[src/rtl/cfg_pkg.sv]
// Shared types and frame constants for the config SPI bridge.
package cfg_pkg;

  localparam int unsigned FRAME_BITS = 24;
  localparam int unsigned HDR_BITS   = 8;

  // Register map of config_reg.
  typedef enum logic [2:0] {
    adc0_reg       = 3'd0,
    adc1_reg       = 3'd1,
    adc2_reg       = 3'd2,
    adc3_reg       = 3'd3,
    analog_test    = 3'd4,
    analog_config  = 3'd5,
    digital_test   = 3'd6,
    digital_config = 3'd7
  } e_reg;

  // Bridge frame FSM states.
  typedef enum logic [2:0] {
    IDLE    = 3'd0,
    HDR     = 3'd1,
    RD_WAIT = 3'd2,
    DATA    = 3'd3,
    COMMIT  = 3'd4,
    DRAIN   = 3'd5
  } state_t;

endpackage

[src/rtl/cfg_sync_edge.sv]
// Multi-flop synchronizer for an asynchronous pin with rise/fall pulse outputs.
module cfg_sync_edge #(
  parameter int unsigned STAGES = 2
) (
  input  logic clk,
  input  logic reset,
  input  logic i_d,
  output logic o_rise_c,
  output logic o_fall_c
);

  // r_sync[0] is the newest sample; the last two stages feed edge detection.
  logic [STAGES-1:0] r_sync;

  // Shift the pin through the synchronizer chain.
  always_ff @(posedge clk) begin
    if (reset) begin
      r_sync <= '0;
    end else begin
      r_sync <= {r_sync[STAGES-2:0], i_d};
    end
  end

  assign o_rise_c = r_sync[STAGES-2] & ~r_sync[STAGES-1];
  assign o_fall_c = ~r_sync[STAGES-2] & r_sync[STAGES-1];

endmodule

[src/rtl/cfg_spi_bridge.sv]
// SPI mode-0 slave that turns 24-bit frames into config_reg write/read transactions.
module cfg_spi_bridge
  import cfg_pkg::*;
#(
  parameter int unsigned SYNC_STAGES = 2,
  parameter int unsigned READ_LAT    = 1,
  parameter int unsigned DATA_W      = 16,
  parameter int unsigned ADDR_W      = 3
) (
  input  logic              clk,
  input  logic              reset,
  input  logic              sclk,
  input  logic              cs_n,
  input  logic              mosi,
  output logic              miso,
  input  logic [DATA_W-1:0] data_out,
  output logic              write,
  output logic [ADDR_W-1:0] address,
  output logic [DATA_W-1:0] data_in,
  output logic              busy,
  output logic              frame_err
);

  localparam int unsigned CNT_W = $clog2(FRAME_BITS);
  localparam int unsigned LAT_W = (READ_LAT < 1) ? 1 : $clog2(READ_LAT + 1);

  logic w_sclk_rise, w_sclk_fall;
  logic w_cs_rise, w_cs_fall;
  logic w_mosi;

  logic [SYNC_STAGES-1:0] r_mosi_sync;

  state_t              r_state, w_state_nxt;
  logic [CNT_W-1:0]    r_cnt, w_cnt_nxt;
  logic [HDR_BITS-2:0] r_hdr, w_hdr_nxt;
  logic                r_rw, w_rw_nxt;
  logic [LAT_W-1:0]    r_lat, w_lat_nxt;
  logic [DATA_W-1:0]   r_rx, w_rx_nxt;
  logic [DATA_W-1:0]   r_tx, w_tx_nxt;
  logic [ADDR_W-1:0]   r_address, w_address_nxt;
  logic [DATA_W-1:0]   r_data_in, w_data_in_nxt;
  logic                r_write, w_write_nxt;
  logic                r_miso, w_miso_nxt;
  logic                r_busy, w_busy_nxt;
  logic                r_frame_err, w_frame_err_nxt;

  cfg_sync_edge #(.STAGES(SYNC_STAGES)) u_sclk_sync (
    .clk      (clk),
    .reset    (reset),
    .i_d      (sclk),
    .o_rise_c (w_sclk_rise),
    .o_fall_c (w_sclk_fall)
  );

  cfg_sync_edge #(.STAGES(SYNC_STAGES)) u_cs_sync (
    .clk      (clk),
    .reset    (reset),
    .i_d      (cs_n),
    .o_rise_c (w_cs_rise),
    .o_fall_c (w_cs_fall)
  );

  // mosi only needs the synchronizer path; sclk half-period leaves it settled at sampling.
  always_ff @(posedge clk) begin
    if (reset) begin
      r_mosi_sync <= '0;
    end else begin
      r_mosi_sync <= {r_mosi_sync[SYNC_STAGES-2:0], mosi};
    end
  end

  assign w_mosi = r_mosi_sync[SYNC_STAGES-1];

  // State and datapath registers.
  always_ff @(posedge clk) begin
    if (reset) begin
      r_state     <= IDLE;
      r_cnt       <= '0;
      r_hdr       <= '0;
      r_rw        <= 1'b0;
      r_lat       <= '0;
      r_rx        <= '0;
      r_tx        <= '0;
      r_address   <= '0;
      r_data_in   <= '0;
      r_write     <= 1'b0;
      r_miso      <= 1'b0;
      r_busy      <= 1'b0;
      r_frame_err <= 1'b0;
    end else begin
      r_state     <= w_state_nxt;
      r_cnt       <= w_cnt_nxt;
      r_hdr       <= w_hdr_nxt;
      r_rw        <= w_rw_nxt;
      r_lat       <= w_lat_nxt;
      r_rx        <= w_rx_nxt;
      r_tx        <= w_tx_nxt;
      r_address   <= w_address_nxt;
      r_data_in   <= w_data_in_nxt;
      r_write     <= w_write_nxt;
      r_miso      <= w_miso_nxt;
      r_busy      <= w_busy_nxt;
      r_frame_err <= w_frame_err_nxt;
    end
  end

  // Next-state and output logic for the frame FSM.
  always_comb begin
    w_state_nxt     = r_state;
    w_cnt_nxt       = r_cnt;
    w_hdr_nxt       = r_hdr;
    w_rw_nxt        = r_rw;
    w_lat_nxt       = r_lat;
    w_rx_nxt        = r_rx;
    w_tx_nxt        = r_tx;
    w_address_nxt   = r_address;
    w_data_in_nxt   = r_data_in;
    w_write_nxt     = 1'b0;
    w_miso_nxt      = r_miso;
    w_busy_nxt      = r_busy;
    w_frame_err_nxt = 1'b0;

    unique case (r_state)
      IDLE: begin
        w_miso_nxt = 1'b0;
        if (w_cs_fall) begin
          w_state_nxt = HDR;
          w_cnt_nxt   = '0;
          w_hdr_nxt   = '0;
          w_busy_nxt  = 1'b1;
        end
      end

      HDR: begin
        if (w_cs_rise) begin
          w_state_nxt     = IDLE;
          w_busy_nxt      = 1'b0;
          w_frame_err_nxt = 1'b1;
        end else if (w_sclk_rise) begin
          w_hdr_nxt = {r_hdr[HDR_BITS-3:0], w_mosi};
          w_cnt_nxt = r_cnt + CNT_W'(1);
          // Eighth bit: r_hdr already holds rw and the address field.
          if (r_cnt == CNT_W'(HDR_BITS - 1)) begin
            w_address_nxt = ADDR_W'(r_hdr[5:3]);
            w_rw_nxt      = r_hdr[6];
            if (r_hdr[6]) begin
              w_state_nxt = RD_WAIT;
              w_lat_nxt   = '0;
            end else begin
              w_state_nxt = DATA;
            end
          end
        end
      end

      RD_WAIT: begin
        if (w_cs_rise) begin
          w_state_nxt     = IDLE;
          w_busy_nxt      = 1'b0;
          w_frame_err_nxt = 1'b1;
        end else if (r_lat == LAT_W'(READ_LAT)) begin
          w_tx_nxt    = data_out;
          w_state_nxt = DATA;
        end else begin
          w_lat_nxt = r_lat + LAT_W'(1);
        end
      end

      DATA: begin
        if (w_cs_rise) begin
          w_state_nxt     = IDLE;
          w_busy_nxt      = 1'b0;
          w_frame_err_nxt = 1'b1;
          w_miso_nxt      = 1'b0;
        end else begin
          if (w_sclk_fall && r_rw) begin
            w_miso_nxt = r_tx[DATA_W-1];
            w_tx_nxt   = {r_tx[DATA_W-2:0], 1'b0};
          end
          if (w_sclk_rise) begin
            w_rx_nxt  = {r_rx[DATA_W-2:0], w_mosi};
            w_cnt_nxt = r_cnt + CNT_W'(1);
            if (r_cnt == CNT_W'(FRAME_BITS - 1)) begin
              if (r_rw) begin
                w_state_nxt = DRAIN;
                w_miso_nxt  = 1'b0;
              end else begin
                w_state_nxt = COMMIT;
              end
            end
          end
        end
      end

      COMMIT: begin
        w_data_in_nxt = r_rx;
        w_write_nxt   = 1'b1;
        // A cs_n release landing on this cycle would otherwise be missed by DRAIN.
        if (w_cs_rise) begin
          w_state_nxt = IDLE;
          w_busy_nxt  = 1'b0;
        end else begin
          w_state_nxt = DRAIN;
        end
      end

      DRAIN: begin
        w_miso_nxt = 1'b0;
        if (w_cs_rise) begin
          w_state_nxt = IDLE;
          w_busy_nxt  = 1'b0;
        end
      end

      default: begin
        w_state_nxt = IDLE;
        w_busy_nxt  = 1'b0;
        w_miso_nxt  = 1'b0;
      end
    endcase
  end

  assign miso      = r_miso;
  assign write     = r_write;
  assign address   = r_address;
  assign data_in   = r_data_in;
  assign busy      = r_busy;
  assign frame_err = r_frame_err;

endmodule

[config.mk]
export PLATFORM = sky130hd
export DESIGN_NAME = cfg_spi_bridge
export DESIGN_NICKNAME = d
export VERILOG_FILES = /design/src/rtl/cfg_pkg.sv /design/src/rtl/cfg_sync_edge.sv /design/src/rtl/cfg_spi_bridge.sv
export SDC_FILE = /design/constraint.sdc
export NUM_CORES = 1
export LEC_CHECK = 0
export ABC_AREA = 1
export BUFFER_PORTS_ARGS = -buffer_cell sky130_fd_sc_hd__buf_4
export CORE_MARGIN = 5
export CORE_UTILIZATION = 45
export DETAILED_ROUTE_END_ITERATION = 12
export PLACE_DENSITY = 0.67
export SYNTH_ARGS = -nofsm -noshare
export SYNTH_HDL_FRONTEND = slang
export SYNTH_SLANG_ARGS = --single-unit
[constraint.sdc]
create_clock -name clk -period 1.5 [get_ports clk]
set_clock_uncertainty 0.15 [all_clocks]
set_input_delay 0.075 -clock clk [delete_from_list [all_inputs] [get_ports clk]]
set_output_delay 0.075 -clock clk [all_outputs]
set_load 0.05 [all_outputs]
==> impl_metrics.toml <==
[run_status]
status = "complete, but fails checks"
violations = "setup timing"

[die]
start_util_pct = 46.9
fp.dieArea_sq_mm = 0.00895
num_rows = 30
core-area_sq_mm = 0.00687
die_h_um = 94.6
die_x_um = 94.6
ioPinCount = 44

[grt]
grt_util_all_layers_pct = 17.1
grt_first_pass_wirelength_um = 12300
antenna_found_initial = 0
grt_overflow_total = 0
met2_usage_pct = 28.7
met1_usage_pct = 20.7
grt_max_degree = 54
met3_usage_pct = 3.98
grt_busiest_layer = "met2"
grt_pass1_vias = 2811

[setup_path]
r2r-end = "r_tx[0]"
critPathLaunchType = "flop"
r2r_cells = 9
rr_startpoint = "r_state[2]"
crit_fanout = 8
worstSetupEndpointType = "flop"
crit_type = "reg2reg"
critical_path_arrival_ns = 1.64
rrSetupSlack_ns = -0.06
cp_cell_sequence = "buf_4 > nor2_4 > nand3_2 > nand4_1 > buf_6 > clkbuf_16 > nand2_1 > inv_1 > nor3_1"
slowest_stage = "dfxtp_4"
cp.required_ns = 1.58
max_stage_delay_ns = 0.37

[cts]
root_buffer = "clkbuf_8"
numCtsBuffers = 9
cts_buffer_depth = 2
path_clk_slew_ns = 0.08
clock-sinks = 78
htreeDepth = 3
clkLatencyLatePin_ns = 0.35
cts_tree = "built"

[layout]
fin_util_pct = 69.2
insertedDiodeCount = 0
fill_cells = 559
nets = 573
areaGrowthSynthToFinish_pct = 47.6
layout-drive-gt1-share_pct = 34.6

[yosys]
synthCells = 453
yosysTopAreaCellShare_pct = 48.5
synth-seq-area-share_pct = 48.5
synth_common_cells = "nor2_1 (100), dfxtp_1 (78), nand2_1 (67)"
synth.distinct_cells = 27
syn_area_per_cell_sq_um = 7.11
synth_area_sq_mm = 0.00322
synth_top_area_cell = "dfxtp_1"
ys.flop_type = "dfxtp_1"
syn_nets = 475
synth-seq-cells = 78
synth_most_common_cell = "nor2_1"
synth_area_leaders = "dfxtp_1 (48%), nor2_1 (12%), o21ai_0 (10%)"
synth_edf_count = 0
synthArstFlopShare_pct = 0
yosys_warnings = 0

[timing]
drv_slew = 0
setup_tns_ns = -0.562
final-setup-viol-count = 27
slew_headroom_pct = 79.2
worstMarginPinSlew_ns = 0.309
max_freq_ghz = 0.643
hold_viol = 0
setup_slack_ns = -0.0561
min_period_ns = 1.56
rsz0062_at_grt = "true"
layout_worst_path_cycle_share_pct = 104

[placed_design]
place.detailed.hpwl_um = 4580
place_congestion = 0.901
port_buffers = 43

[detailed_routing]
final_antenna_net_count = 0
vias = 3147
drt-initial-drc-count = 148
via_per_inst = 4.83
wl_um = 7850
wire_per_inst_um = 12.1
post-route-drc-count = 0
firstDrtPassIters = 4

[worst_hold_path]
whs_path_depth = 2
hold_end = "r_mosi_sync[1]"
min_path_type = "reg2reg"
hp-start = "r_mosi_sync[0]"

[pwr]
p_leak_nw = 2.04
irDropWorstVdd_v = 0.000843
fin_total_pwr_mw = 6.25
powerDensity_mw_per_mm2 = 1310

[job]
max_cap_viol_count = 0
## flip-flops by register name (all words and copies together) (netlist names)
register	cells
address	3
busy	1
data_in	16
frame_err	1
miso	1
r_cnt	5
r_hdr	7
r_lat	1
r_mosi_sync	2
r_rw	1
r_rx	16
r_state	3
r_tx	16
u_cs_sync.r_sync	2
u_sclk_sync.r_sync	2
write	1
## power breakdown
| part | total (mW) | switching (mW) | internal [mW] |
|---|---|---|---|
| clock network | 1.57 | 0.760 | 0.807 |
| registers | 2.56 | 0.191 | 2.37 |
| logic | 2.12 | 1.12 | 1.00 |
| total | 6.25 | 2.07 | 4.18 |
## cells in the final DEF (no fill, tap or decap), types with 16 or more instances in the layout
| master | n |
|---|---|
| o21ai_2 | 17 |
| nor2_2 | 16 |
| a21oi_1 | 21 |
| inv_1 | 36 |
| nor2_1 | 79 |
| dfxtp_1 | 71 |
| o21ai_0 | 36 |
| o21ai_1 | 24 |
| buf_4 | 72 |
| dlygate4sd3_1 | 20 |
| nand2_1 | 53 |
## worst max-delay path: cells and delay by family, from the launching register on
family / cells / cell delay, ns
AND/OR/NAND/NOR: 5 / 0.43
flip-flops: 1 / 0.37
buffers and inverters: 4 / 0.50
## cell families (layout without fill, tap and decap cells)
logic type,Yosys count,in the layout,synth area share [%]
AO/OA/AOI/OAI,106,106,16.7
XOR/XNOR,2,2,0.544
adder cells (fa/ha/maj),1,1,0.388
buffers and inverters,67,169,8.35
flip-flops,78,78,48.5
AND/OR/NAND/NOR,199,199,25.5
## routing by layer
layer / wire length [um] / vias up
met3: 283 / 13
met5: 0 / -
met1: 3470 / 1443
li1: - / 1638
met2: 3950 / 53
met4: 148 / 0
## metrics by stage
step | cells | cell area, sq um | hold slack, ns | setup slack, ns
2_1_floorplan | 453 | 3250 | 0.0320 | 0.0152
3_3_place_gp | 601 | 3880 | 0.123 | -0.0560
3_5_place_dp | 601 | 3880 | 0.132 | -0.0939
4_1_cts | 643 | 4440 | 0.257 | -0.0295
5_1_grt | 651 | 4750 | 0.313 | -0.161
6_report | 651 | 4750 | 0.253 | -0.0561
## worst max-delay path by stage
stage               slack [ns]  cells after the start  startpoint    endpoint
floorplan                 0.02                      9  r_state[2]    r_hdr[4]
global placement         -0.06                      5  r_state[0]  data_in[5]
detailed placement       -0.09                      5  r_state[0]  data_in[3]
CTS                      -0.03                      9  r_state[2]    r_hdr[1]
global route             -0.16                      9  r_state[0]  r_state[0]
finish                   -0.06                      9  r_state[2]     r_tx[0]
## layout make-up
type | instances | area [sq um] | share of cell area [%]
multi-input cells | 308 | 1660 | 35.0
clock inverters | 5 | 58.8 | 1.24
well taps | 96 | 120 | 2.53
repair buffers | 108 | 1020 | 21.4
inverters | 46 | 179 | 3.76
clock buffers | 10 | 138 | 2.90
flip-flops and latches | 78 | 1580 | 33.2
## what timing repair did
| action | 4_1_cts | 5_1_grt |
|---|---|---|
| endpoints found under the hold margin | 23 | 0 |
| hold buffers | 20 | 0 |
| gates resized for setup | 27 | 96 |
| cloned | 1 | 3 |
| setup endpoints to repair | 57 | 52 |
| pin swaps | 4 | 22 |
| setup buffers | 6 | 6 |
(Power assumes the default switching activity.)
